--- config.mk ---
export PLATFORM = sky130hd
export DESIGN_NAME = multdiv_seq
export DESIGN_NICKNAME = d
export VERILOG_FILES = /design/src/rtl/multdiv_seq.sv
export SDC_FILE = /design/constraint.sdc
export NUM_CORES = 1
export LEC_CHECK = 0
export ABC_AREA = 0
export CORE_ASPECT_RATIO = 0.75
export CORE_MARGIN = 2
export CORE_UTILIZATION = 40
export DETAILED_ROUTE_END_ITERATION = 10
export GPL_TIMING_DRIVEN = 0
export SLEW_MARGIN = 40
export SYNTH_ARGS = -nofsm -noshare
export SYNTH_HDL_FRONTEND = slang
export SYNTH_SLANG_ARGS = --single-unit
--- constraint.sdc ---
create_clock -name clock -period 7.8 [get_ports clock]
set_clock_uncertainty 0.15 [all_clocks]
set_input_delay 0.78 -clock clock [delete_from_list [all_inputs] [get_ports clock]]
set_output_delay 0.78 -clock clock [all_outputs]
set_load 0.005 [all_outputs]
--- src/rtl/multdiv_seq.sv ---
// Iterative multiply/divide unit: one bit per cycle, WIDTH+1 cycle start-to-ready latency,
// double-width product or quotient/remainder, with abort and defined overflow/div-by-zero results.
`timescale 1ns/1ps
module multdiv_seq #(
  parameter int WIDTH = 32,
  parameter int CNT_W = $clog2(WIDTH + 1)
) (
  input  logic             clock,
  input  logic             reset,
  input  logic             start_mul,
  input  logic             start_div,
  input  logic             is_signed,
  input  logic             abort,
  input  logic [WIDTH-1:0] operand_a,
  input  logic [WIDTH-1:0] operand_b,
  output logic [WIDTH-1:0] result_lo,
  output logic [WIDTH-1:0] result_hi,
  output logic             result_rdy,
  output logic             exception,
  output logic             busy
);

  localparam logic [WIDTH-1:0] MIN_VAL = {1'b1, {(WIDTH-1){1'b0}}};

  typedef enum logic [1:0] {
    S_IDLE,
    S_MUL,
    S_DIV,
    S_DONE
  } state_t;

  state_t             r_state;
  logic [CNT_W-1:0]   r_cnt;

  logic [2*WIDTH-1:0] r_acc;
  logic [WIDTH-1:0]   r_mag_a;
  logic [WIDTH-1:0]   r_mag_b;
  logic [WIDTH-1:0]   r_dvd;
  logic               r_is_div;
  logic               r_signed;
  logic               r_neg_res;
  logic               r_neg_dvd;
  logic               r_dvz;
  logic               r_ovf;

  logic               w_accept;
  logic               w_last;
  logic [WIDTH-1:0]   w_abs_a;
  logic [WIDTH-1:0]   w_abs_b;
  logic [WIDTH:0]     w_mul_sum;
  logic [2*WIDTH-1:0] w_mul_nxt;
  logic [WIDTH:0]     w_rem_sh;
  logic               w_ge;
  logic [WIDTH-1:0]   w_rem_new;
  logic [2*WIDTH-1:0] w_div_nxt;
  logic [2*WIDTH-1:0] w_prod;
  logic [WIDTH-1:0]   w_quo;
  logic [WIDTH-1:0]   w_rem;
  logic [WIDTH-1:0]   w_res_lo;
  logic [WIDTH-1:0]   w_res_hi;
  logic               w_res_exc;

  assign busy     = (r_state == S_MUL) || (r_state == S_DIV);
  assign w_accept = (r_state == S_IDLE) && !abort && (start_mul || start_div);
  assign w_last   = (r_cnt == CNT_W'(WIDTH - 1));

  assign w_abs_a = (is_signed && operand_a[WIDTH-1]) ? -operand_a : operand_a;
  assign w_abs_b = (is_signed && operand_b[WIDTH-1]) ? -operand_b : operand_b;

  // Shift-add step: low half holds the remaining multiplier bits, high half the partial sum.
  assign w_mul_sum = {1'b0, r_acc[2*WIDTH-1:WIDTH]} + (r_acc[0] ? {1'b0, r_mag_a} : '0);
  assign w_mul_nxt = {w_mul_sum, r_acc[WIDTH-1:1]};

  // Restoring step: high half is the partial remainder, low half shifts dividend out / quotient in.
  assign w_rem_sh  = {r_acc[2*WIDTH-1:WIDTH], r_acc[WIDTH-1]};
  assign w_ge      = (w_rem_sh >= {1'b0, r_mag_b});
  assign w_rem_new = w_ge ? WIDTH'(w_rem_sh - {1'b0, r_mag_b}) : WIDTH'(w_rem_sh);
  assign w_div_nxt = {w_rem_new, r_acc[WIDTH-2:0], w_ge};

  assign w_prod = r_neg_res ? -w_mul_nxt : w_mul_nxt;
  assign w_quo  = w_div_nxt[WIDTH-1:0];
  assign w_rem  = w_div_nxt[2*WIDTH-1:WIDTH];

  always_comb begin
    w_res_lo  = w_prod[WIDTH-1:0];
    w_res_hi  = w_prod[2*WIDTH-1:WIDTH];
    w_res_exc = 1'b0;
    if (r_is_div) begin
      if (r_dvz) begin
        w_res_lo  = '0;
        w_res_hi  = r_dvd;
        w_res_exc = 1'b1;
      end else if (r_ovf) begin
        w_res_lo  = MIN_VAL;
        w_res_hi  = '0;
        w_res_exc = 1'b1;
      end else begin
        w_res_lo  = r_neg_res ? -w_quo : w_quo;
        w_res_hi  = r_neg_dvd ? -w_rem : w_rem;
      end
    end else if (r_signed) begin
      w_res_exc = (w_res_hi != {WIDTH{w_res_lo[WIDTH-1]}});
    end else begin
      w_res_exc = (w_res_hi != '0);
    end
  end

  // Operand capture and iteration datapath
  always_ff @(posedge clock) begin
    if (w_accept) begin
      r_mag_a   <= w_abs_a;
      r_mag_b   <= w_abs_b;
      r_dvd     <= operand_a;
      r_is_div  <= !start_mul;
      r_signed  <= is_signed;
      r_neg_res <= is_signed && (operand_a[WIDTH-1] ^ operand_b[WIDTH-1]);
      r_neg_dvd <= is_signed && operand_a[WIDTH-1];
      r_dvz     <= (operand_b == '0);
      r_ovf     <= is_signed && (operand_a == MIN_VAL) && (operand_b == '1);
      r_acc     <= {{WIDTH{1'b0}}, start_mul ? w_abs_b : w_abs_a};
    end else if (r_state == S_MUL) begin
      r_acc <= w_mul_nxt;
    end else if (r_state == S_DIV) begin
      r_acc <= w_div_nxt;
    end
  end

  // Control FSM with registered result outputs
  always_ff @(posedge clock or negedge reset) begin
    if (!reset) begin
      r_state    <= S_IDLE;
      r_cnt      <= '0;
      result_lo  <= '0;
      result_hi  <= '0;
      result_rdy <= 1'b0;
      exception  <= 1'b0;
    end else begin
      result_rdy <= 1'b0;
      exception  <= 1'b0;
      case (r_state)
        S_IDLE: begin
          r_cnt <= '0;
          if (!abort) begin
            if (start_mul)      r_state <= S_MUL;
            else if (start_div) r_state <= S_DIV;
          end
        end
        S_MUL, S_DIV: begin
          if (abort) begin
            r_state <= S_IDLE;
          end else if (w_last) begin
            r_state    <= S_DONE;
            result_lo  <= w_res_lo;
            result_hi  <= w_res_hi;
            result_rdy <= 1'b1;
            exception  <= w_res_exc;
          end else begin
            r_cnt <= r_cnt + CNT_W'(1);
          end
        end
        S_DONE:  r_state <= S_IDLE;
        default: r_state <= S_IDLE;
      endcase
    end
  end

endmodule

After elaboration in Yosys (flattened, before gate mapping)
Cells that the tools add are included.
{"block": "word_totals", "input_bits": 70, "mem_bits_ro": 0, "mem_count": 0, "latch_bits": 0, "ram_bits": 0, "regBits": 240, "word_cells": 97, "output_inout_bits": 67}
{"block": "classes", "order_cmp": 1, "bitwise_logic": 2, "addsub": 8, "n_shift": 0, "eq_ne": 12, "n_div": 0, "n_mul": 0, "muxes": 36, "reduce_logical": 21}
{"operator": "32-bit two-way mux", "count": 14}
{"operator": "64-bit two-way mux", "count": 3}
{"operator": "32-bit negation", "count": 4}
{"operator": "32-bit equality test, second input constant", "count": 2}
{"operator": "64-bit negation", "count": 1}
{"operator": "32-bit by 32-bit adder with 33-bit output", "count": 1}
{"operator": "33-bit by 32-bit greater-or-equal comparator with 1-bit output", "count": 1}
{"operator": "32-bit zero test", "count": 1}
{"operator": "32-bit inequality test", "count": 1}
{"operator": "32-bit nonzero test", "count": 1}
{"operator": "32-bit subtractor", "count": 1}
{"operator": "6-bit two-way mux", "count": 2}
{"operator": "6-bit case mux with 2 select lines", "count": 1}
{"operator": "1-bit two-way mux", "count": 10}
{"operator": "2-bit two-way mux", "count": 5}
{"operator": "3-bit AND reduction", "count": 3}
{"operator": "1-bit logical AND", "count": 7}
{"operator": "6-bit by 1-bit adder with 6-bit output, second input constant", "count": 1}
{"operator": "6-bit by 5-bit equality test with 1-bit output, second input constant", "count": 1}
{"operator": "2-bit inequality test, second input constant", "count": 3}
{"operator": "3-bit inequality test, second input constant", "count": 2}
{"operator": "2-bit case mux with 3 select lines", "count": 1}
{"operator": "2-bit equality test, second input constant", "count": 2}
{"operator": "2-bit nonzero test", "count": 2}
{"operator": "8 further kinds", "count": 10}

Longest topological paths before layout
Gate-level depths: netlist of run 1.
{"block": "logic_depth", "ltp_word": 10, "depth_mapped": 24, "mapped_depth_nobuf": 18}

Worst setup path before layout of run 1
OpenSTA, ideal clock, no wires.
{"block": "synth_timing", "path_kind": "input -> register", "start": "input port start_mul", "end": "register r_dvd[10], enable pin", "slack_ns": 2.341, "t_required_ns": 7.145, "arrival_ns": 4.804, "path_stages": 5, "cell_sequence": "clkbuf_1 > nor2_1 > nor3b_1 > clkbuf_1 > clkbuf_1"}
{"block": "synth_via", "elab_chain_len": 2}
{"element": "start, declared", "line_no": "10", "text": "input logic start_mul,"}
{"element": "1-bit logical OR", "line_no": "64", "text": "assign w_accept = (r_state == S_IDLE) && !abort && (start_mul || start_div);"}
{"element": "1-bit logical AND", "line_no": "64"}
{"element": "named net w_accept", "line_no": "46", "text": "logic w_accept;"}
{"element": "end signal, assigned", "line_no": "113", "text": "r_dvd <= operand_a;"}
{"element": "end, declared", "line_no": "38", "text": "logic [WIDTH-1:0] r_dvd;"}
The timed path passes the listed nets, and every way through them passes these cells.
A chain may end at the register's enable or synchronous reset.

Worst setup path in the final report of run 1
{"block": "layout_timing", "start": "register r_acc[41]", "end": "register result_hi[22]"}
{"block": "layout_via", "elab_chain_len": 7, "elab_cells_between_ends": 11, "classes_between": "add/sub (4); order compare (1); mux (6)"}
{"element": "start, declared", "line_no": "35", "text": "logic [2*WIDTH-1:0] r_acc;"}
{"element": "start signal, assigned", "line_no": "120", "text": "r_acc <= {{WIDTH{1'b0}}, start_mul ? w_abs_b : w_abs_a};"}
{"element": "start signal, assigned", "line_no": "122", "text": "r_acc <= w_mul_nxt;"}
{"element": "start signal, assigned", "line_no": "124", "text": "r_acc <= w_div_nxt;"}
{"element": "32-bit subtractor or 33-bit by 32-bit greater-or-equal comparator with 1-bit output (tied branches)", "line_no": "77, 76"}
{"element": "32-bit two-way mux", "line_no": "77", "text": "assign w_rem_new = w_ge ? WIDTH'(w_rem_sh - {1'b0, r_mag_b}) : WIDTH'(w_rem_sh);"}
{"element": "32-bit negation", "line_no": "99", "text": "w_res_hi = r_neg_dvd ? -w_rem : w_rem;"}
{"element": "32-bit two-way mux", "line_no": "99"}
{"element": "32-bit two-way mux", "line_no": "93", "text": "end else if (r_ovf) begin"}
{"element": "32-bit two-way mux", "line_no": "89", "text": "if (r_dvz) begin"}
{"element": "32-bit two-way mux *", "line_no": "88", "text": "if (r_is_div) begin"}
{"element": "end signal, assigned", "line_no": "154", "text": "result_hi <= w_res_hi;"}
{"element": "end, declared", "line_no": "17", "text": "output logic [WIDTH-1:0] result_hi,"}
Mark *: on every way between the ends. The rest lies on a longest branch, timed or not.

==> results of run 1 <==
[worst min path at each step]
stage                        startpoint       endpoint  slack (ps)  cells after the start
final                      result_hi[9]   result_hi[9]         320                      2
after global routing       result_hi[8]   result_hi[8]         350                      2
after CTS                 result_hi[12]  result_hi[12]         330                      2
after detailed placement  result_hi[17]  result_hi[17]         320                      1
after global placement    result_hi[17]  result_hi[17]         310                      1
after floorplan                r_cnt[4]       r_cnt[4]         320                      1
[sequential cells by signal, indices dropped and copies added, names as in the netlist]
signal	cells
r_ovf	1
r_signed	1
r_dvz	1
r_state	2
r_neg_res	1
r_mag_a	32
r_cnt	6
r_acc	64
exception	1
result_lo	32
r_neg_dvd	1
r_is_div	1
r_dvd	31
result_rdy	1
result_hi	32
r_mag_b	32
[layout make-up]
class / instances / area, sq um
clock inverter: 15 / 199
buffer: 136 / 558
inverter: 74 / 278
sequential: 239 / 6490
antenna: 1 / 2.50
tap: 639 / 800
multi-input combinational: 1781 / 12000
clock buffer: 34 / 732
fill: 4659 / 24900
timing repair buffer: 142 / 1460
[worst min-delay path: cells and delay by family (launching register included)]
family / cells / cell delay, ps
compound gates: 1 / 60
flops: 1 / 340
simple gates: 1 / 40
[kinds of logic after synthesis]
family                     count (synthesis)  synth area share [%]
and+or+nand+nor                          716                  18.6
buffers and inverters                    210                  4.27
muxes                                     85                  4.49
DFF                                      239                  33.6
adders and majority gates                 76                  5.00
AOI/OAI and AO/OA                        671                  23.4
xor gates and xnor gates                 233                  10.6
[routing by layer]
layer	vias up	part of all wire, %	global-route usage (%)
met5	-	0	0
met4	0	3.4	9.55
met3	101	12	9.86
met2	934	37	40.5
met1	8945	47	48.1
li1	8589	-	-
[what timing repair did]
action / CTS / global route
resized for setup: 0 / 0
endpoints found under the hold margin: 35 / 0
endpoints found under the setup margin: 0 / 0
hold buffers: 1 / 0
[power breakdown]
part	internal (mW)	switching, mW
sequential	1.71	0.425
clock	0.800	0.564
combinational	1.91	3.72
total	4.42	4.71
[cells in the final DEF (no fill, tap or decap), types with 33 or more instances in the layout]
| cell type | Yosys | layout |
|---|---|---|
| o21ai_0 | 147 | 147 |
| and2_1 | 51 | 51 |
| nor2_1 | 170 | 170 |
| a21o_1 | 36 | 36 |
| edfxtp_1 | 133 | 133 |
| nand2_1 | 213 | 213 |
| a211oi_1 | 51 | 50 |
| nand3_1 | 35 | 35 |
| inv_1 | 71 | 71 |
| clkbuf_1 | 110 | 108 |
| clkdlybuf4s50_1 | 0 | 134 |
| a21oi_1 | 147 | 147 |
| mux2i_1 | 73 | 73 |
| o21a_1 | 40 | 40 |
| xor2_1 | 115 | 114 |
| o31ai_1 | 42 | 42 |
| ha_1 | 74 | 74 |
| xnor2_1 | 118 | 118 |
| nor3_1 | 43 | 41 |
| o221ai_1 | 33 | 33 |
| dfrtp_1 | 74 | 74 |
==> results_dict.tcl, run 1 <==
set metrics [dict create \
    status "complete, no violations" \
    rsz0062_at_grt "false" \
    cts_tree "built" \
    worst_pin_slew_ps 954 \
    crit_buf_inv 5 \
    place.gp.congestion 0.965 \
    utilization_pct 47.5 \
    crit_start "r_acc[41]" \
    end_kind "register" \
    synth_top_area_share_pct 20.7 \
    post-dp-hpwl_microns 66300 \
    reg2reg_from "r_acc[41]" \
    grt_first_pass_wirelength_microns 116000 \
    clock.fmax_mhz 138 \
    max_stage_delay_ps 670 \
    crit_arrival_ps 7610 \
    worst_hold_slack_ps 323 \
    first_iter_violations 2383 \
    finish.instance_area_sq_um 22500 \
    port_buffers 135 \
    cp.depth 21 \
    ys_ff_latch 239 \
    die_w_microns 258 \
    htree_num_levels 1 \
    grt_max_degree 43 \
    grt_usage_pct 31.2 \
    clk_latency_ps 590 \
    clock_sinks 239 \
    hold_path_class "register to register" \
    core-area_sq_um 47500 \
    num_rows 69 \
    drv_cap 0 \
    yosysMostFrequentCell "nand2_1" \
    synth_cell_types 100 \
    post_dp_cell_area_sq_um 21600 \
    seq_area_frac_synth_pct 33.6 \
    ff2ff_setup_slack_ps 550 \
    dpl.cell_count 3009 \
    vdd_ir_drop_max_mv 0.203 \
    syn_inst 2230 \
    io_pins 137 \
    p_leak_nw 8.68 \
    power_mw 9.13 \
    synthesis.nets 2376 \
    path_cells "ha_1 -> clkbuf_1 -> and2_1 -> nand4_1 -> nor4_1 -> a41oi_1 -> o21ai_0 -> nor3_2 -> nand2_4 -> buf_2 -> buf_1 -> buf_1 -> mux2i_1 -> ha_1 -> o221ai_1 -> or2_1 -> clkbuf_1 -> o21ai_0 -> mux2i_1 -> o22ai_1 -> o21ai_0" \
    period_minus_slack_ps 7250 \
    drt_wl_total_microns 80100 \
    nets 2547 \
    crit_family "buffers and inverters" \
    yosysTopAreaCell "edfxtp_1" \
    cts.clk_slew.worst_paths_ps 70 \
    ys_top_cells_by_area "edfxtp_1, dfrtp_1, xnor2_1" \
    drive_gt1_share_pct 5.62 \
    avgViaCountPerCell 6.07 \
    cp_max_fo 10 \
    fin_setup_tns_ps 0 \
    cts-root-buf "clkbuf_16" \
    synth_edf_count 133 \
    numCtsBuffers 27 \
    fin_ws_ps 553 \
    die_h_microns 194 \
    fin_cells 3061 \
    crit_path_end "result_hi[22]" \
    antenna_found_initial 3 \
    post_cts_buffers 0 \
    drv_slew 0 \
    setup_viol 0 \
    drc 0 \
    finalHoldViolCount 0 \
    pre_cts_slack_ps 798 \
    areaGrowthSynthToFinish_pct 16.8 \
    r2r_end "result_hi[22]" \
    ant_nets 0 \
    gr-total-overflow 0 \
    crit_type "register to register" \
    crit_top_cell "o21ai_0" \
    fin_crit_sh_pct 92.9 \
    r2r_cells 21 \
    wl_per_cell_microns 26.2 \
    start_util_pct 40.6 \
    async_reset_ff_share_pct 31.0 \
    avgSynthCellArea_sq_um 8.65 \
    clock_path_buffers 3 \
    max_slew_margin_pct 36.4 \
    synth_area_sq_um 19300 \
    powerDensity_nw_per_um2 405 \
    first_pass_iters 5 \
    crit_path_start_kind "register" \
    synth_ff_type "edfxtp_1" \
    synth_commonest_cells "nand2_1, nor2_1, a21oi_1, o21ai_0, edfxtp_1" \
    grt_pass1_vias 17259 \
    critical_path_required_ps 8160 \
    vias 18569 \
    cp_slowest_cell "nor4_1" \
    die-area_sq_um 50000 \
    yosysWarnings 0 \
]
Power figures use the tool's default switching activity.
==> inputs of run 2 (changes only) <==
SKIP_CTS_REPAIR_TIMING = 1   (was not set)
==> run 2 against run 1 <==
  * Flip-flop and latch count stayed put
  * Setup slack better by 49 ps
  * Global-route usage hardly changed
  * Critical path type unchanged
  * Largest cell class unchanged
==> results_dict.tcl, run 2 (synthesis results as in run 1) <==
set metrics [dict create \
    crit_type "register to register" \
    status "complete, no violations" \
    clock_path_buffers 3 \
    cts.clk_slew.worst_paths_ps 70 \
    post_dp_cell_area_sq_um 21600 \
    ant_nets 0 \
    drive_gt1_share_pct 5.62 \
    dr_wl_met2_microns 29700 \
    p_comb_share_pct 61.7 \
    antenna_found_initial 3 \
    period_minus_slack_ps 7200 \
    whs_endpoint "result_hi[9]" \
    top_layer "met4" \
    drv_slew 0 \
    grt_pass1_vias 17250 \
    post-dp-hpwl_microns 66300 \
    vdd_ir_drop_max_mv 0.203 \
    rsz0062_at_grt "false" \
    power_frac_clock_pct 14.9 \
    worst_hold_slack_ps 323 \
    clock.fmax_mhz 139 \
    regMostFlops "r_acc" \
    p_sw_share_pct 51.6 \
    dr_wl_met3_microns 9530 \
    cts-root-buf "clkbuf_16" \
    critical_path_required_ps 8160 \
    first_pass_iters 5 \
    start_util_pct 40.6 \
    r2r_cells 20 \
    clk_latency_ps 590 \
    fin_cells 3060 \
    finalHoldViolCount 0 \
    drt-met1-wl_microns 38100 \
    numCtsBuffers 27 \
    avgViaCountPerCell 6.10 \
    die_h_microns 194 \
    diodes 0 \
    setup_viol 0 \
    areaGrowthSynthToFinish_pct 16.8 \
    internal_power_mw 4.42 \
    drv_cap 0 \
    largest_register_ffs 64 \
    die-area_sq_um 50000 \
    crit_path_start_kind "register" \
    holdPathStages 2 \
    p_leak_nw 8.68 \
    die_w_microns 258 \
    grt_usage_pct 31.2 \
    place.gp.congestion 0.965 \
    finish.instance_area_sq_um 22500 \
    drc 0 \
    p_sw_mw 4.70 \
    utilization_pct 47.5 \
    grt_max_degree 43 \
    ff2ff_setup_slack_ps 600 \
    worstHoldStart "result_hi[9]" \
    core-area_sq_um 47500 \
    htree_num_levels 1 \
    end_kind "register" \
    gr-total-overflow 0 \
    cp_max_fo 10 \
    first_iter_violations 2407 \
    r2r_end "result_hi[22]" \
    cts_tree "built" \
    num_rows 69 \
    reg2reg_from "r_acc[31]" \
    nets 2547 \
    fin_crit_sh_pct 92.3 \
    fin_setup_tns_ps 0 \
    seqPwrFrac_pct 23.4 \
    clock_sinks 239 \
    crit_arrival_ps 7560 \
    io_pins 137 \
    powerDensity_nw_per_um2 404 \
    dpl.cell_count 3009 \
    worst_pin_slew_ps 956 \
    max_slew_margin_pct 36.3 \
    grt_first_pass_wirelength_microns 116000 \
    final_common_cell "nand2_1" \
    drt_wl_total_microns 80000 \
    hold_path_class "register to register" \
    vias 18652 \
    wl_per_cell_microns 26.1 \
    port_buffers 135 \
    layout_common_cells "nand2_1, nor2_1, a21oi_1, o21ai_0, clkdlybuf4s50_1" \
]
run 2: changes by cell type in the layout (fill, tap and decap cells not counted):
cell | previous run | this run
diode_2 | 1 | 0
run 2: critical path, stage by stage, from the launching register on:
cell and delay (ps):
edfxtp_1 630, inv_1 270, ha_1 410, nand3_1 150, nor4_1 610, a41oi_1 200
o21ai_0 280, nor3_2 170, nand2_4 160, buf_2 280, buf_1 620, buf_1 620
mux2i_1 440, ha_1 320, o221ai_1 250, or2_1 290, clkbuf_1 180, o21ai_0 300
mux2i_1 450, o22ai_1 170, o21ai_0 160
run 2: how the worst max path moves through the flow:
stage | startpoint | endpoint | slack [ps] | depth (start not counted)
after floorplan | start_mul | r_dvd[10] | 2340 | 5
after global placement | start_div | r_mag_a[29] | 30 | 5
after detailed placement | r_acc[41] | result_hi[22] | 800 | 21
after CTS | r_acc[41] | result_hi[22] | 760 | 21
after global routing | r_acc[41] | result_hi[22] | 280 | 21
final | r_acc[31] | result_hi[22] | 600 | 20
run 2: power groups by stage:
stage	Combinational [mW]	Clock [mW]	Sequential (mW)
floorplan	3.83	0	1.90
global placement	5.32	0	2.13
detailed placement	5.40	0	2.11
CTS	5.44	1.38	2.09
global route	6.07	1.43	2.14
finish	5.63	1.36	2.13
run 2: metal layers:
metal / vias up / GRT usage (%)
met2: 993 / 40.5
met4: 0 / 9.55
met3: 98 / 9.86
met1: 8974 / 48.1
met5: - / 0
li1: 8587 / -
run 2: layout make-up:
type / count / area [sq um]
tap: 639 / 800
clock inverter: 15 / 199
buffer: 136 / 558
fill: 4660 / 24900
timing repair buffer: 142 / 1460
multi-input combinational: 1781 / 12000
sequential: 239 / 6490
inverter: 74 / 278
clock buffer: 34 / 732
run 2: per-stage QoR:
| stage | worst slack, ps | power, mW |
|---|---|---|
| 2_1_floorplan | 2340 | 5.74 |
| 3_3_place_gp | 30.5 | 7.46 |
| 3_5_place_dp | 798 | 7.51 |
| 4_1_cts | 761 | 8.91 |
| 5_1_grt | 277 | 9.63 |
| 6_report | 601 | 9.12 |
